`config.mk`:
```
export PLATFORM = sky130hd
export DESIGN_NAME = relogio_cfg
export DESIGN_NICKNAME = d
export VERILOG_FILES = /design/src/rtl/relogio_cfg.sv
export SDC_FILE = /design/constraint.sdc
export NUM_CORES = 1
export LEC_CHECK = 0
export ABC_AREA = 1
export ABC_CLOCK_PERIOD_IN_PS = 7400
export BUFFER_PORTS_ARGS = -buffer_cell sky130_fd_sc_hd__buf_4
export CORE_ASPECT_RATIO = 0.7
export CORE_MARGIN = 3
export CORE_UTILIZATION = 55
export DETAILED_ROUTE_END_ITERATION = 16
export PLACE_DENSITY = 0.79
export SETUP_SLACK_MARGIN = 0.15
export SYNTH_ARGS = -nofsm -noshare
export SYNTH_HDL_FRONTEND = slang
export SYNTH_SLANG_ARGS = --single-unit
export TNS_END_PERCENT = 30
```
`constraint.sdc`:
```
create_clock -name clock -period 7.4 [get_ports clock]
set_input_delay 0.74 -clock clock [delete_from_list [all_inputs] [get_ports clock]]
set_output_delay 0.74 -clock clock [all_outputs]
set_load 0.02 [all_outputs]
```
`src/rtl/relogio_cfg.sv`:
```
// rtl/relogio_cfg.sv - HH:MM:SS clock core with 1 Hz prescaler, 12/24 h display, validated load
// Drives six 7-segment digits from registered BCD time state.
module relogio_cfg #(
   parameter int CLK_HZ         = 50_000_000,
   parameter int SEG_ACTIVE_LOW = 1,
   parameter int BLANK_H_MSD    = 1
) (
   input  logic       clock,
   input  logic       reset,
   input  logic       run,
   input  logic       mode_12h,
   input  logic       set_valid,
   input  logic [1:0] set_h_msd,
   input  logic [3:0] set_h_lsd,
   input  logic [2:0] set_m_msd,
   input  logic [3:0] set_m_lsd,
   input  logic [2:0] set_s_msd,
   input  logic [3:0] set_s_lsd,
   output logic       set_ack,
   output logic       set_err,
   output logic       sec_pulse,
   output logic       min_roll,
   output logic       hour_roll,
   output logic       day_roll,
   output logic       pm,
   output logic [6:0] s_lsd,
   output logic [6:0] s_msd,
   output logic [6:0] m_lsd,
   output logic [6:0] m_msd,
   output logic [6:0] h_lsd,
   output logic [6:0] h_msd
);

   localparam int PW = (CLK_HZ > 2) ? $clog2(CLK_HZ) : 1;
   localparam logic [PW-1:0] PRESC_MAX = PW'(CLK_HZ - 1);

   logic [PW-1:0] presc;
   logic [3:0]    sec_lo, min_lo, hr_lo;
   logic [2:0]    sec_hi, min_hi;
   logic [1:0]    hr_hi;

   logic tick;
   logic set_ok;
   logic hour_ok;

   assign tick    = run && (presc == PRESC_MAX);
   assign hour_ok = ((set_h_msd < 2'd2) && (set_h_lsd <= 4'd9)) ||
                    ((set_h_msd == 2'd2) && (set_h_lsd <= 4'd3));
   assign set_ok  = hour_ok && (set_m_msd <= 3'd5) && (set_m_lsd <= 4'd9) &&
                    (set_s_msd <= 3'd5) && (set_s_lsd <= 4'd9);

   always_ff @(posedge clock or posedge reset) begin
      if (reset) begin
         presc     <= '0;
         sec_lo    <= '0;
         sec_hi    <= '0;
         min_lo    <= '0;
         min_hi    <= '0;
         hr_lo     <= '0;
         hr_hi     <= '0;
         set_ack   <= 1'b0;
         set_err   <= 1'b0;
         sec_pulse <= 1'b0;
         min_roll  <= 1'b0;
         hour_roll <= 1'b0;
         day_roll  <= 1'b0;
      end else begin
         set_ack   <= 1'b0;
         set_err   <= 1'b0;
         sec_pulse <= 1'b0;
         min_roll  <= 1'b0;
         hour_roll <= 1'b0;
         day_roll  <= 1'b0;
         // A load request (good or bad) owns this cycle; any coincident tick is dropped.
         if (set_valid) begin
            if (set_ok) begin
               set_ack <= 1'b1;
               presc   <= '0;
               sec_lo  <= set_s_lsd;
               sec_hi  <= set_s_msd;
               min_lo  <= set_m_lsd;
               min_hi  <= set_m_msd;
               hr_lo   <= set_h_lsd;
               hr_hi   <= set_h_msd;
            end else begin
               set_err <= 1'b1;
            end
         end else if (run) begin
            presc <= tick ? '0 : presc + 1'b1;
            if (tick) begin
               sec_pulse <= 1'b1;
               if (sec_lo != 4'd9) begin
                  sec_lo <= sec_lo + 4'd1;
               end else begin
                  sec_lo <= 4'd0;
                  if (sec_hi != 3'd5) begin
                     sec_hi <= sec_hi + 3'd1;
                  end else begin
                     sec_hi   <= 3'd0;
                     min_roll <= 1'b1;
                     if (min_lo != 4'd9) begin
                        min_lo <= min_lo + 4'd1;
                     end else begin
                        min_lo <= 4'd0;
                        if (min_hi != 3'd5) begin
                           min_hi <= min_hi + 3'd1;
                        end else begin
                           min_hi    <= 3'd0;
                           hour_roll <= 1'b1;
                           if (hr_hi == 2'd2 && hr_lo == 4'd3) begin
                              hr_hi    <= 2'd0;
                              hr_lo    <= 4'd0;
                              day_roll <= 1'b1;
                           end else if (hr_lo == 4'd9) begin
                              hr_lo <= 4'd0;
                              hr_hi <= hr_hi + 2'd1;
                           end else begin
                              hr_lo <= hr_lo + 4'd1;
                           end
                        end
                     end
                  end
               end
            end
         end
      end
   end

   function automatic logic [6:0] seg7(input logic [3:0] d);
      logic [6:0] p;
      case (d)
         4'd0:    p = 7'h3F;
         4'd1:    p = 7'h06;
         4'd2:    p = 7'h5B;
         4'd3:    p = 7'h4F;
         4'd4:    p = 7'h66;
         4'd5:    p = 7'h6D;
         4'd6:    p = 7'h7D;
         4'd7:    p = 7'h07;
         4'd8:    p = 7'h7F;
         4'd9:    p = 7'h6F;
         default: p = 7'h00;
      endcase
      return (SEG_ACTIVE_LOW != 0) ? ~p : p;
   endfunction

   logic [4:0] hr_bin;
   logic [4:0] hr12;
   logic [3:0] disp_h_hi;
   logic [3:0] disp_h_lo;

   assign hr_bin = ({3'b000, hr_hi} * 5'd10) + {1'b0, hr_lo};
   assign pm     = (hr_bin >= 5'd12);

   // Display-only 12 h remap; internal time stays 24 h.
   always_comb begin
      hr12      = hr_bin;
      disp_h_hi = {2'b00, hr_hi};
      disp_h_lo = hr_lo;
      if (mode_12h) begin
         if (hr_bin == 5'd0) begin
            hr12 = 5'd12;
         end else if (hr_bin > 5'd12) begin
            hr12 = hr_bin - 5'd12;
         end
         if (hr12 >= 5'd10) begin
            disp_h_hi = 4'd1;
            disp_h_lo = 4'(hr12 - 5'd10);
         end else begin
            disp_h_hi = (BLANK_H_MSD != 0) ? 4'hF : 4'd0;
            disp_h_lo = 4'(hr12);
         end
      end
   end

   assign s_lsd = seg7(sec_lo);
   assign s_msd = seg7({1'b0, sec_hi});
   assign m_lsd = seg7(min_lo);
   assign m_msd = seg7({1'b0, min_hi});
   assign h_lsd = seg7(disp_h_lo);
   assign h_msd = seg7(disp_h_hi);

endmodule
```
==> results.md <==
- Num ports: 74
- Top cell type's share of synthesized area: 32.25%
- Antenna Nets Post-Route: 0
- Final wirelength: 10,010 microns
- Number of global-route vias before repair: 3,681
- Setup Fix Bufs, Post-CTS: 0
- Worst Hold Path Cells: 2
- Post-DP HPWL: 7731 microns
- Die ar.: 8417 sq um
- Setup TNS: 0 ps
- Clock tree buffer depth: 2
- Cells after synthesis: 575
- Layout Utilization: 68.38%
- Inserted Diodes: 0
- Worst IR Drop VDD: 0.0002514 V
- Least-Margin Pin Slew: 1084 ps
- Fin. Hold Viols: 0
- Status: finished, final reports clean
- Pwr/cell area: 324.6 nW/um^2
- Initial Util: 58.11%
- CTS tree: yes
- Site row count: 25
- Die width: 108.4 microns
- First-pass GRT wire length: 16,880 microns
- Core area: 6944 sq um
- Top cells by area, synth: dfrtp_1 (32%), nand2_1 (11%), ha_1 (9.6%), inv_1 (8.1%), o21ai_0 (6.4%)
- Largest net degree at the start of global routing: 53
- Dpl cells: 731
- CTS clk-pin slew, worst paths: 110 ps
- Worst Path Max Fanout: 7
- CP arrival: 4100 ps
- CTS resizes: 0
- Setup-failing EPs final: 0
- Final GP Congestion: 0.8910
- Register area share after synthesis: 32.25%
- Most used cells in the layout excluding fill and tap cells: nand2_1 (115), inv_1 (86), buf_4 (73), nor2_1 (60)
- Number of CTS-inserted buffers: 5
- Async S/R FF share, synth: 100.0%
- Global Route Usage Sum: 24.59%
- Layout fillers: 592
- CTS root buffer: clkbuf_8
- Yosys reg bits: 52
- Critical Path Source Type: register
- Lkg Pwr: 0.002451 uW
- Share of layout cells above drive strength 1: 15.66%
- Min-Delay Path Class: register to register
- CTS Sinks: 52
- Max-slew headroom: 27.65%
- R2R cell count: 16
- Synth-to-layout area growth: 17.67%
- Synthesized area per cell: 7.018 sq um
- Clock skew: 14.33 ps
- Synth Cell Area: 4035 sq um
- Setup Crit Path Kind: register to primary output
- Period minus WS final: 4836 ps
- Critical path required time: 6660 ps
- DIE HEIGHT: 77.67 microns
- Initial antenna violation count: 0
- Drt first-iter violations: 308
- Layout Cells excl Fill: 739
- Final Slew Violations: 0
- Synth Flop Type: dfrtp_1
- DRC: 0
- Fmax: 206.8 MHz
- Crit share post-route: 65.35%
- GR Overflow Total: 0
- Crit. End Element: primary output
- Distinct cells, synth: 40
- Vias: 4,050
- Yosys synthesis warning count: 0
- Post-synth EDFFs: 0
- Syn Nets: 632
- Post-CTS Hold Fix Bufs: 0
- CTS H-tree lvls: 2
- Commonest non-fill, non-tap cell in the layout: nand2_1
- Clk_lat worst skew: 320 ps
- MaxCap Viol Count: 0
- 1st-pass router iterations: 6
- DR vias/cell: 5.480
- Nets@finish: 701
- DR WL/cell: 13.55 microns
- Unrepaired setup endpoints after global routing: no
- Largest area contributor in the netlist: dfrtp_1
- Port-buffer cells: 73
[registers in the layout, summed over array words and instances, names as in the netlist]
register	cells
sec_hi	3
sec_lo	4
hour_roll	1
min_lo	4
hr_hi	2
min_hi	3
presc	26
hr_lo	4
set_ack	1
set_err	1
min_roll	1
sec_pulse	1
day_roll	1
[Yosys cell counts, types with 2 or more instances]
library cell / number
a21oi_1: 31
nand2_1: 115
nand3_2: 3
xor2_1: 9
nor3_1: 20
ha_1: 31
o21ai_0: 52
a31oi_1: 3
nand2_4: 3
nor4_1: 3
o211ai_1: 2
o21ai_1: 2
nand3b_1: 2
nor2_8: 2
clkbuf_1: 9
nor2_1: 60
nand3_1: 38
a211oi_1: 5
nand4_1: 12
dfrtp_1: 52
inv_1: 87
o22ai_1: 8
xnor2_1: 6
inv_2: 4
[final timing paths]
check | end | slack (ps) | from
hold / removal | presc[1] | 540 | presc[1]
hold reg to reg | presc[1] | 540 | presc[1]
setup reg to reg | hr_hi[1] | 4780 | presc[0]
min in group asynchronous | presc[12] | 700 | reset
setup / recovery | h_lsd[0] | 2560 | hr_hi[0]
max in group asynchronous | min_roll | 6030 | reset
[per-stage QoR]
| step | area, sq um | setup slack [ps] | hold WS (ps) | total power (uW) |
|---|---|---|---|---|
| after floorplan | 4035 | 3416 | 475.4 | 1034 |
| after global placement | 4654 | 3182 | 510.6 | 1342 |
| after detailed placement | 4654 | 2948 | 520.3 | 1365 |
| after CTS | 4748 | 2589 | 537.6 | 1541 |
| after global routing | 4748 | 2144 | 551.8 | 1680 |
| final | 4748 | 2564 | 537.3 | 1541 |
[logic make-up (layout without fill, tap and decap cells)]
kind of cell | count (synthesis) | after routing | share of synthesized area (%)
simple gates | 264 | 264 | 29.92
compound gates | 108 | 108 | 14.57
buf+inv | 104 | 174 | 9.891
flops | 52 | 52 | 32.25
fa+ha+maj | 32 | 32 | 10.11
xor+xnor | 15 | 15 | 3.256
[critical path, stage by stage (launching register included)]
cell and delay [ps]:
dfrtp_1 470, ha_1 230, inv_1 60, fa_1 550
inv_1 90, ha_1 190, inv_1 80, nor3_1 80
o211ai_1 240, inv_1 70, nor2_1 130, ha_1 190
nand2_1 60, nand2_1 110, nand2_1 130, nand2_1 80
nand3_1 70, nand2_1 180, inv_1 120, ha_1 200
nand3b_1 180, nand3_1 90, nand2_1 50, buf_4 160
[cell type report]
class / count / area (sq um) / area share (%)
Clock buffer: 5 / 68.82 / 1.449
Sequential cell: 52 / 1301 / 27.40
Clock inverter: 3 / 25.02 / 0.5270
Inverter: 93 / 352.8 / 7.431
Timing Repair Buffer: 73 / 548.0 / 11.54
Tap cell: 94 / 117.6 / 2.477
Multi-Input combinational cell: 419 / 2335 / 49.17
[power breakdown]
part           internal, uW  total (uW)  leakage [uW]  switching (uW)
logic                   368         961       0.00175             593
registers               335         408      0.000659            73.0
clock network          69.2         172     0.0000452             103
total                   772        1540       0.00245             769
[routing by layer]
metal / routed length (microns) / global-route usage (%)
met5: 0 / 0
met4: 92 / 4.918
met3: 786 / 5.403
met2: 4188 / 35.17
met1: 4946 / 37.99
(Power assumes the default switching activity.)
